File: src/rtl/uart_tx_buffered.sv
// ---------------------------------------------------------------------------
// uart_tx_buffered
//
// Memory-mapped UART transmitter with a TX FIFO. Software pushes bytes into
// TXDATA; the frame FSM drains the FIFO and sends frames back-to-back with no
// idle gap between them. Frame format is start bit, DATA_BITS payload bits
// (LSB first), an optional parity bit and one or two stop bits.
//
// Ports
//   clk_i    : clock, all state updates on the rising edge
//   rst_i    : synchronous active-high reset
//   cs_i     : peripheral select
//   we_i     : write strobe, qualified by cs_i
//   addr_i   : word offset (0 TXDATA, 1 STATUS, 2 CTRL, 3 reserved)
//   wdata_i  : write data
//   rdata_o  : combinational read data, zero unless a read is selected
//   tx_o     : registered serial line, idle high
//   busy_o   : frame FSM is not idle
//   irq_o    : transmit-done interrupt (irq_en & FIFO empty & ~busy)
//
// Register map
//   TXDATA W : push wdata_i[DATA_BITS-1:0]; reads 0
//   STATUS R : [0] full [1] empty [2] busy [3] overflow [15:8] count
//          W : wdata_i[3]=1 clears the sticky overflow flag
//   CTRL  RW : [0] irq_en
// ---------------------------------------------------------------------------
module uart_tx_buffered #(
   parameter int DW         = 32,
   parameter int CLOCK_FREQ = 100000000,
   parameter int BAUD_RATE  = 9600,
   parameter int DATA_BITS  = 8,
   parameter int FIFO_DEPTH = 8,
   parameter int PARITY_EN  = 0,
   parameter int PARITY_ODD = 0,
   parameter int STOP_BITS  = 1
) (
   input  logic          clk_i,
   input  logic          rst_i,
   input  logic          cs_i,
   input  logic          we_i,
   input  logic [1:0]    addr_i,
   input  logic [DW-1:0] wdata_i,
   output logic [DW-1:0] rdata_o,
   output logic          tx_o,
   output logic          busy_o,
   output logic          irq_o
);

   localparam int DIVISOR = CLOCK_FREQ / BAUD_RATE;
   localparam int BAUD_W  = $clog2(DIVISOR);
   localparam int PTR_W   = $clog2(FIFO_DEPTH);
   localparam int CNT_W   = PTR_W + 1;
   localparam int BIT_W   = $clog2(DATA_BITS);

   localparam logic [BAUD_W-1:0] BAUD_LAST = BAUD_W'(DIVISOR - 1);
   localparam logic [BIT_W-1:0]  BIT_LAST  = BIT_W'(DATA_BITS - 1);
   localparam logic [CNT_W-1:0]  CNT_FULL  = CNT_W'(FIFO_DEPTH);

   typedef enum logic [2:0] {
      S_IDLE   = 3'd0,
      S_START  = 3'd1,
      S_DATA   = 3'd2,
      S_PARITY = 3'd3,
      S_STOP   = 3'd4
   } state_t;

   // ------------------------------------------------------------------
   // Bus decode
   // ------------------------------------------------------------------
   logic wr_txdata;
   logic wr_status;
   logic wr_ctrl;

   assign wr_txdata = cs_i & we_i & (addr_i == 2'd0);
   assign wr_status = cs_i & we_i & (addr_i == 2'd1);
   assign wr_ctrl   = cs_i & we_i & (addr_i == 2'd2);

   // Upper write-data bits have no register behind them.
   logic unused_wdata;
   assign unused_wdata = &{1'b0, wdata_i};

   // ------------------------------------------------------------------
   // FIFO storage and control
   // ------------------------------------------------------------------
   logic [DATA_BITS-1:0] fifo_mem [FIFO_DEPTH];
   logic [PTR_W-1:0]     wr_ptr_reg;
   logic [PTR_W-1:0]     rd_ptr_reg;
   logic [CNT_W-1:0]     count_reg;
   logic                 overflow_reg;
   logic                 irq_en_reg;

   logic                 fifo_full;
   logic                 fifo_empty;
   logic                 pop;
   logic                 push_ok;
   logic                 overflow_evt;
   logic [DATA_BITS-1:0] head_data;

   assign fifo_full  = (count_reg == CNT_FULL);
   assign fifo_empty = (count_reg == '0);
   assign head_data  = fifo_mem[rd_ptr_reg];

   // A pop in the same cycle frees a slot, so a push to a full FIFO is
   // still accepted then; only an unrelieved full push is dropped.
   assign push_ok      = wr_txdata & (~fifo_full | pop);
   assign overflow_evt = wr_txdata & fifo_full & ~pop;

   always_ff @(posedge clk_i) begin
      if (push_ok) begin
         fifo_mem[wr_ptr_reg] <= wdata_i[DATA_BITS-1:0];
      end
   end

   always_ff @(posedge clk_i) begin
      if (rst_i) begin
         wr_ptr_reg   <= '0;
         rd_ptr_reg   <= '0;
         count_reg    <= '0;
         overflow_reg <= 1'b0;
         irq_en_reg   <= 1'b0;
      end else begin
         if (push_ok) begin
            wr_ptr_reg <= wr_ptr_reg + PTR_W'(1);
         end
         if (pop) begin
            rd_ptr_reg <= rd_ptr_reg + PTR_W'(1);
         end
         case ({push_ok, pop})
            2'b10:   count_reg <= count_reg + CNT_W'(1);
            2'b01:   count_reg <= count_reg - CNT_W'(1);
            default: count_reg <= count_reg;
         endcase
         if (wr_status && wdata_i[3]) begin
            overflow_reg <= 1'b0;
         end else if (overflow_evt) begin
            overflow_reg <= 1'b1;
         end
         if (wr_ctrl) begin
            irq_en_reg <= wdata_i[0];
         end
      end
   end

   // ------------------------------------------------------------------
   // Frame FSM: state register
   // ------------------------------------------------------------------
   state_t               state_reg,    state_next;
   logic [BAUD_W-1:0]    baud_cnt_reg, baud_cnt_next;
   logic [BIT_W-1:0]     bit_idx_reg,  bit_idx_next;
   logic                 stop_idx_reg, stop_idx_next;
   logic [DATA_BITS-1:0] shift_reg,    shift_next;
   logic [DATA_BITS-1:0] frame_reg,    frame_next;
   logic                 tx_reg,       tx_next;

   always_ff @(posedge clk_i) begin
      if (rst_i) begin
         state_reg    <= S_IDLE;
         baud_cnt_reg <= '0;
         bit_idx_reg  <= '0;
         stop_idx_reg <= 1'b0;
         shift_reg    <= '0;
         frame_reg    <= '0;
         tx_reg       <= 1'b1;
      end else begin
         state_reg    <= state_next;
         baud_cnt_reg <= baud_cnt_next;
         bit_idx_reg  <= bit_idx_next;
         stop_idx_reg <= stop_idx_next;
         shift_reg    <= shift_next;
         frame_reg    <= frame_next;
         tx_reg       <= tx_next;
      end
   end

   // ------------------------------------------------------------------
   // Frame FSM: next-state logic
   // ------------------------------------------------------------------
   logic bit_end;
   logic stop_last;

   assign bit_end   = (baud_cnt_reg == BAUD_LAST);
   assign stop_last = (STOP_BITS == 1) ? 1'b1 : stop_idx_reg;

   always_comb begin
      state_next    = state_reg;
      baud_cnt_next = baud_cnt_reg + BAUD_W'(1);
      bit_idx_next  = bit_idx_reg;
      stop_idx_next = stop_idx_reg;
      shift_next    = shift_reg;
      frame_next    = frame_reg;
      pop           = 1'b0;

      case (state_reg)
         S_IDLE: begin
            baud_cnt_next = '0;
            if (!fifo_empty) begin
               pop        = 1'b1;
               shift_next = head_data;
               frame_next = head_data;
               state_next = S_START;
            end
         end
         S_START: begin
            if (bit_end) begin
               baud_cnt_next = '0;
               bit_idx_next  = '0;
               state_next    = S_DATA;
            end
         end
         S_DATA: begin
            if (bit_end) begin
               baud_cnt_next = '0;
               if (bit_idx_reg == BIT_LAST) begin
                  stop_idx_next = 1'b0;
                  state_next    = (PARITY_EN != 0) ? S_PARITY : S_STOP;
               end else begin
                  bit_idx_next = bit_idx_reg + BIT_W'(1);
                  shift_next   = {1'b0, shift_reg[DATA_BITS-1:1]};
               end
            end
         end
         S_PARITY: begin
            if (bit_end) begin
               baud_cnt_next = '0;
               stop_idx_next = 1'b0;
               state_next    = S_STOP;
            end
         end
         S_STOP: begin
            if (bit_end) begin
               baud_cnt_next = '0;
               if (stop_last) begin
                  // Chain straight into the next frame when data is waiting.
                  if (!fifo_empty) begin
                     pop        = 1'b1;
                     shift_next = head_data;
                     frame_next = head_data;
                     state_next = S_START;
                  end else begin
                     state_next = S_IDLE;
                  end
               end else begin
                  stop_idx_next = 1'b1;
               end
            end
         end
         default: begin
            state_next = S_IDLE;
         end
      endcase
   end

   // ------------------------------------------------------------------
   // Frame FSM: outputs
   // ------------------------------------------------------------------
   logic parity_bit;

   assign parity_bit = (^frame_reg) ^ (PARITY_ODD != 0);

   // The line level is derived from the state being entered so the
   // registered tx_o changes on the same edge as the state does.
   always_comb begin
      tx_next = 1'b1;
      case (state_next)
         S_START:  tx_next = 1'b0;
         S_DATA:   tx_next = shift_next[0];
         S_PARITY: tx_next = parity_bit;
         default:  tx_next = 1'b1;
      endcase
   end

   assign tx_o   = tx_reg;
   assign busy_o = (state_reg != S_IDLE);
   assign irq_o  = irq_en_reg & fifo_empty & ~busy_o;

   // ------------------------------------------------------------------
   // Read path
   // ------------------------------------------------------------------
   logic [7:0]    count_ext;
   logic [DW-1:0] status_word;

   assign count_ext = 8'(count_reg);

   genvar gi;
   generate
      for (gi = 0; gi < DW; gi++) begin : g_status
         if (gi == 0) begin : g_full
            assign status_word[gi] = fifo_full;
         end else if (gi == 1) begin : g_empty
            assign status_word[gi] = fifo_empty;
         end else if (gi == 2) begin : g_busy
            assign status_word[gi] = busy_o;
         end else if (gi == 3) begin : g_ovf
            assign status_word[gi] = overflow_reg;
         end else if (gi >= 8 && gi < 16) begin : g_count
            assign status_word[gi] = count_ext[gi-8];
         end else begin : g_zero
            assign status_word[gi] = 1'b0;
         end
      end
   endgenerate

   always_comb begin
      rdata_o = '0;
      if (cs_i && !we_i) begin
         case (addr_i)
            2'd1:    rdata_o = status_word;
            2'd2:    rdata_o = {{(DW-1){1'b0}}, irq_en_reg};
            default: rdata_o = '0;
         endcase
      end
   end

endmodule

File: config.mk
export PLATFORM = sky130hd
export DESIGN_NAME = uart_tx_buffered
export DESIGN_NICKNAME = d
export VERILOG_FILES = /design/src/rtl/uart_tx_buffered.sv
export SDC_FILE = /design/constraint.sdc
export NUM_CORES = 1
export LEC_CHECK = 0
export CAP_MARGIN = 5
export CORE_MARGIN = 2
export CORE_UTILIZATION = 45
export CTS_CLUSTER_SIZE = 20
export DETAILED_ROUTE_END_ITERATION = 8
export GPL_TIMING_DRIVEN = 0
export PLACE_DENSITY_LB_ADDON = 0.1
export SYNTH_ARGS = -nofsm -noshare
export SYNTH_HDL_FRONTEND = slang
export SYNTH_SLANG_ARGS = --single-unit
File: constraint.sdc
create_clock -name clk_i -period 7.6 [get_ports clk_i]
set_input_delay 1.9 -clock clk_i [delete_from_list [all_inputs] [get_ports clk_i]]
set_output_delay 1.9 -clock clk_i [all_outputs]
set_load 0.02 [all_outputs]
# [Word level (Yosys, flattened, before mapping)]
# Memory sizes are Yosys's and may differ from the RTL's. A register that Yosys moved wholly into a read port is not among the register bits.
# Cells that the tools add are included.
[op_classes] addsub=6 bitwise_logic=13 muxes=33 n_eq_ne=18 reduce_logical=17
[op_table] op="$mux 8" n=6
[op_table] op="$mux 3" n=11
[op_table] op="$pmux 14 s2" n=1
[op_table] op="$pmux 12 s2" n=1
[op_table] op="$pmux 8 s3" n=1
[op_table] op="$pmux 8 s2" n=1
[op_table] op="$pmux 3 s5" n=1
[op_table] op="$add 14x1->14 const B" n=1
[op_table] op="$eq 14x14->1 const B" n=1
[op_table] op="$mux 14" n=1
[op_table] op="$eq 3x2->1 const B" n=4
[op_table] op="$mux 12" n=1
[op_table] op="$add 3x1->3 const B" n=3
[op_table] op="$and 1x1->1" n=9
[op_table] op="$ne 2x2->1 const B" n=4
[op_table] op="$pmux 4 s2" n=1
[op_table] op="$reduce_and 4->1" n=2
[op_table] op="$reduce_xor 8->1" n=1
[op_table] op="$eq 3x1->1 const B" n=2
[op_table] op="$eq 3x3->1 const B" n=2
[op_table] op="$pmux 3 s2" n=1
[op_table] op="$reduce_bool 2->1" n=3
[op_table] op="$reduce_bool 3->1" n=2
[op_table] op="$mux 1" n=5
[op_table] op="17 further kinds" n=22
[word_totals] memories=1 regBits=49 elab_cells=100 ram_bits=64 in_bits=38 out_inout_bits=35
[memory_table] name="fifo_mem" depth=8 word_bits=8 rd=1 rd_clocked_by_memory_dff=1 write_ports=1 line_no="85" rtl="logic [DATA_BITS-1:0] fifo_mem [FIFO_DEPTH];"

# [Longest topological paths before layout]
[depth] word_depth=8 ltp_mapped=11 ltp_nobuf=11

# [Worst setup path after synthesis]
# OpenSTA, ideal clock, no wires.
[synth_timing] path_kind="input to output" start="input addr_i[1]" end="output rdata_o[0]" stages=4 arrival_ns=2.966 t_required_ns=5.700 path_slack_ns=2.734 n_path_buf=0 path_cell_list="inv_1 -> ha_1 -> a32oi_1 -> nor4bb_1"
[synth_between] elab_chain_cells=3 word_cells_on_any_way=4 classes_between="eq/ne (2); mux (2)"
[synth_lines] item="start: declaration" line_no="41" rtl="input logic [1:0] addr_i,"
[synth_lines] item="$eq 2x2->1 or $eq 2x1->1 (tied branches)" line_no="306" rtl="case (addr_i)"
[synth_lines] item="$pmux 12 s2 *" line_no="306"
[synth_lines] item="$mux 12 *" line_no="305" rtl="if (cs_i && !we_i) begin"
[synth_lines] item="end: declaration" line_no="43" rtl="output logic [DW-1:0] rdata_o,"
# Mark *: on every way between the ends. The rest lies on a longest branch, timed or not.

# [Worst setup path after layout]
# Ends and elaborated chain as after synthesis.

==> report_table.html <==
<table>
<tr><th>Metric</th><th>Value</th></tr>
<tr><th colspan="2">Run status</th></tr>
<tr><td>Result of the run</td><td>finished, final reports clean</td></tr>
<tr><th colspan="2">Clock tree</th></tr>
<tr><td>Clk_lat worst skew</td><td>0.40 ns</td></tr>
<tr><td>Bufs on Longest Clock Path</td><td>2</td></tr>
<tr><td>Number of sinks on the clock net</td><td>116</td></tr>
<tr><td>Clock transition at the register clock pins on the worst setup and hold paths after CTS</td><td>0.05 ns</td></tr>
<tr><td>Post-CTS Repair Setup Buffers</td><td>0</td></tr>
<tr><td>Count of instances resized after the clock tree is built</td><td>0</td></tr>
<tr><td>H-tree lvl count</td><td>4</td></tr>
<tr><td>Hold-fix buffers at CTS</td><td>0</td></tr>
<tr><td>Clock root buffer master</td><td>clkbuf_16</td></tr>
<tr><td>Clock tree from TritonCTS</td><td>yes</td></tr>
<tr><td>TritonCTS buffer count</td><td>17</td></tr>
<tr><th colspan="2">Floorplanning</th></tr>
<tr><td>Die Width</td><td>111 um</td></tr>
<tr><td>Initial standard-cell utilization of the core</td><td>45.7%</td></tr>
<tr><td>Die Y</td><td>111 um</td></tr>
<tr><td># IOs</td><td>73</td></tr>
<tr><td>Site Rows</td><td>39</td></tr>
<tr><td>Full die area</td><td>12400 sq um</td></tr>
<tr><td>Core outline area</td><td>11400 sq um</td></tr>
<tr><th colspan="2">Place</th></tr>
<tr><td>Dpl hpwl</td><td>7100 um</td></tr>
<tr><td>Port-buffer cells</td><td>23</td></tr>
<tr><td>RePlAce Congestion</td><td>0.775</td></tr>
<tr><td>Cell count after placement</td><td>614</td></tr>
<tr><th colspan="2">Final layout</th></tr>
<tr><td>Number of nets in the final layout</td><td>537</td></tr>
<tr><td>Count of placed standard cells in the final layout, fillers left out</td><td>646</td></tr>
<tr><td>Share of cells above drive strength 1</td><td>19.3%</td></tr>
<tr><td>Footprint of the multi-input gates</td><td>2030 sq um</td></tr>
<tr><td>Final antenna diode count</td><td>0</td></tr>
<tr><td>Sequential standard cell area</td><td>2960 sq um</td></tr>
<tr><td>Total of fill cells in the finished design</td><td>934</td></tr>
<tr><td>Area grow syn2layout</td><td>22.2%</td></tr>
<tr><td>Largest register FFs</td><td>64</td></tr>
<tr><th colspan="2">Synth</th></tr>
<tr><td>Avg Synthesized Cell Area</td><td>12.2 sq um</td></tr>
<tr><td>Post-Synth Simple-Gate Area</td><td>13.6%</td></tr>
<tr><td>Count of synthesis-stage warnings from yosys</td><td>0</td></tr>
<tr><td>Xor-xnor portion of the synthesized cell area</td><td>4.21%</td></tr>
<tr><td>Area fraction in compound gates after synthesis</td><td>8.13%</td></tr>
<tr><td>Share of synthesized area occupied by flip-flops and latches</td><td>57.0%</td></tr>
<tr><td>Combinational family with the most area after synthesis</td><td>simple AND/OR/NAND/NOR gates</td></tr>
<tr><td>Largest cells by area after synthesis</td><td>edfxtp_1, dfxtp_1, mux4_2</td></tr>
<tr><td>Flip-flop cell with the highest count after synthesis</td><td>edfxtp_1</td></tr>
<tr><td>Share of Yosys cell area claimed by the top area cell type</td><td>37.0%</td></tr>
<tr><td>Post-synthesis cell count</td><td>425</td></tr>
<tr><td>Number of storage elements in the synthesis netlist</td><td>116</td></tr>
<tr><td>Post-Syn Area</td><td>5200 sq um</td></tr>
<tr><td>Synthesized-area fraction occupied by adder cells</td><td>2.17%</td></tr>
<tr><td>Mux contribution to synthesized area</td><td>8.69%</td></tr>
<tr><td>Count of distinct cell types in the synthesized netlist</td><td>53</td></tr>
<tr><td>Fraction of registers with async set/reset</td><td>0%</td></tr>
<tr><td>Most area-hungry cell type in the Yosys netlist</td><td>edfxtp_1</td></tr>
<tr><td>Number of flops mapped to enable cells by yosys</td><td>64</td></tr>
<tr><th colspan="2">Critical path</th></tr>
<tr><td>Slowest stage cell on the critical path</td><td>clkdlybuf4s50_1</td></tr>
<tr><td>Critical Path Sink Type</td><td>primary output</td></tr>
<tr><td>Critical path's largest stage delay</td><td>0.65 ns</td></tr>
<tr><td>Worst r2r path cells</td><td>7</td></tr>
<tr><td>Sequence of cells on the critical path</td><td>clkdlybuf4s50_1, inv_1, ha_1, a32oi_1, nor4bb_1, clkdlybuf4s50_1</td></tr>
<tr><td>Critical path data required time</td><td>5.70 ns</td></tr>
<tr><td>Crit path DAT</td><td>3.68 ns</td></tr>
<tr><td>CP Class</td><td>in -&gt; out</td></tr>
<tr><td>Most repeated library cell on the critical path</td><td>clkdlybuf4s50_1</td></tr>
<tr><td>Worst Setup Start Kind</td><td>primary input</td></tr>
<tr><td>Critical path fanouts, max</td><td>4</td></tr>
<tr><th colspan="2">Drt</th></tr>
<tr><td>Detailed-route wire length</td><td>10400 um</td></tr>
<tr><td>First-pass iteration count of the detailed router</td><td>4</td></tr>
<tr><td>Number of routed nets with antenna violations</td><td>0</td></tr>
<tr><td>DR WL/cell</td><td>16.0 um</td></tr>
<tr><td>DR DRC count</td><td>0</td></tr>
<tr><td>Violation count after the first detailed-routing iteration</td><td>212</td></tr>
<tr><td>Count of vias placed by the detailed router</td><td>3357</td></tr>
<tr><td>Average vias per placed instance</td><td>5.20</td></tr>
<tr><th colspan="2">Flow run</th></tr>
<tr><td>Number of maximum-capacitance violations</td><td>0</td></tr>
<tr><th colspan="2">Timing</th></tr>
<tr><td>Number of hold violations in the final report</td><td>0</td></tr>
<tr><td>Transition time of the tightest slew-check pin</td><td>0.922 ns</td></tr>
<tr><td>Max-slew violation count</td><td>0</td></tr>
<tr><td>Maximum clock frequency</td><td>179 MHz</td></tr>
<tr><td>Final setup viols</td><td>0</td></tr>
<tr><td>Aggregate negative setup slack</td><td>0 ns</td></tr>
<tr><td>Post-Route Hold Slack</td><td>0.456 ns</td></tr>
<tr><td>Headroom to the max-slew limit</td><td>38.3%</td></tr>
<tr><td>Period minus WS final</td><td>5.58 ns</td></tr>
<tr><td>Setup repair after global routing missed its margin</td><td>no</td></tr>
<tr><td>Worst clock skew</td><td>0.0105 ns</td></tr>
<tr><td>Final clock period utilization by the worst path</td><td>73.5%</td></tr>
<tr><th colspan="2">Global routing</th></tr>
<tr><td>Via count of the first global-routing pass</td><td>3142</td></tr>
<tr><td>Gr usage total</td><td>17.5%</td></tr>
<tr><td>Pin count of the biggest net entering global routing</td><td>17</td></tr>
<tr><td>Remaining global-route overflow</td><td>0</td></tr>
<tr><td>Initial antenna violation count</td><td>0</td></tr>
<tr><td>Global-route wire length before repair</td><td>16700 um</td></tr>
<tr><th colspan="2">Worst hold path</th></tr>
<tr><td>Hold path cells</td><td>1</td></tr>
<tr><td>Hold/Removal Path Class</td><td>reg -&gt; reg</td></tr>
<tr><th colspan="2">Power and ir drop</th></tr>
<tr><td>Largest vdd supply drop</td><td>207 uV</td></tr>
<tr><td>Final Total Pwr</td><td>2.24 mW</td></tr>
<tr><td>Power per Cell Area</td><td>353 nW/um^2</td></tr>
<tr><td>Static Leakage</td><td>2.32 nW</td></tr>
</table>
==> power breakdown <==
group	switching (mW)	leakage [nW]	internal, mW	total [mW]
Sequential	0.0430	0.999	0.721	0.764
Combinational	0.363	1.02	0.293	0.656
Clock	0.287	0.297	0.538	0.825
Total	0.693	2.32	1.55	2.24
==> final timing paths <==
| check | startpoint | end | slack [ns] |
|---|---|---|---|
| worst max-delay path | addr_i[1] | rdata_o[0] | 2.02 |
| worst min-delay path | baud_cnt_reg[0] | baud_cnt_reg[0] | 0.46 |
| worst max register to register | baud_cnt_reg[0] | fifo_mem[1][3] | 4.64 |
| worst min register to register | baud_cnt_reg[0] | baud_cnt_reg[0] | 0.46 |
==> cell usage after synthesis, types with 3 or more instances <==
cell      instances
nand4_1           6
buf_4            24
a22oi_1           3
a211oi_1          3
and2_1            5
clkbuf_1         12
xor2_1           10
nor2_1           53
and3_1            3
a221oi_1          6
mux2i_1           8
o22a_1            7
mux4_2           16
nand3_1           4
nand2b_1         12
or2_2             3
nor3_1           15
inv_1             8
buf_2             8
xnor2_1          15
dfxtp_1          52
ha_1              9
nand2_1          18
a21oi_1          14
o22ai_1           6
buf_1             3
nor3b_1           4
edfxtp_1         64
o21ai_0           3
a31oi_1           3
==> stage by stage <==
stage               util (%)  setup WS, ns  instance area (sq um)
global placement        50.1          2.06                   5690
detailed placement      50.3          2.02                   5720
CTS                     55.9          2.01                   6350
global route            55.9          1.84                   6350
floorplan                  -          2.73                   5290
finish                  55.9          2.02                   6350
==> cells in the final DEF, fill, tap and decap left out, types with 8 or more instances in the layout <==
cell type | synthesis | final
nor2_1 | 53 | 53
clkdlybuf4s50_1 | 0 | 23
mux4_2 | 16 | 16
xor2_1 | 10 | 10
clkbuf_16 | 0 | 17
edfxtp_1 | 64 | 64
nor3_1 | 15 | 13
mux2i_1 | 8 | 8
clkbuf_1 | 12 | 12
ha_1 | 9 | 9
conb_1 | 1 | 24
buf_4 | 24 | 24
a21oi_1 | 14 | 14
buf_2 | 8 | 8
nand2_1 | 18 | 18
nand2b_1 | 12 | 12
inv_1 | 8 | 8
xnor2_1 | 15 | 15
dfxtp_1 | 52 | 52
==> cell type report <==
cell class | count | share of cell area [%]
Sequential cell | 116 | 46.7
Tap cell | 143 | 2.82
Buffer | 48 | 4.53
Multi-Input combinational cell | 276 | 32.0
Timing Repair Buffer | 23 | 3.62
Clock buffer | 19 | 7.13
Clock inverter | 13 | 2.74
Inverter | 8 | 0.473
==> routing by layer <==
layer / GRT usage, % / vias up / part of all wire (%) / wire [um]
met4: 6.09 / 0 / 1.2 / 126
met3: 4.79 / 8 / 3.2 / 330
met5: 0 / - / 0 / 0
met2: 27.4 / 63 / 47 / 4910
li1: - / 1643 / - / -
met1: 23.6 / 1643 / 48 / 4990
==> cells by family after synthesis <==
kind of cell,count (synthesis)
buffers and inverters,56
other,1
AND/OR/NAND/NOR,136
flip-flops,116
AO/OA/AOI/OAI,57
multiplexers,25
adder cells (fa/ha/maj),9
XOR/XNOR,25
==> critical path, delay by kind of cell <==
family	cells	cell delay, ns
and+or+nand+nor	1	0.28
AOI/OAI and AO/OA	1	0.11
adders and majority gates	1	0.22
buffers and inverters	3	1.17
No activity file was read; power rests on OpenSTA's default activity.
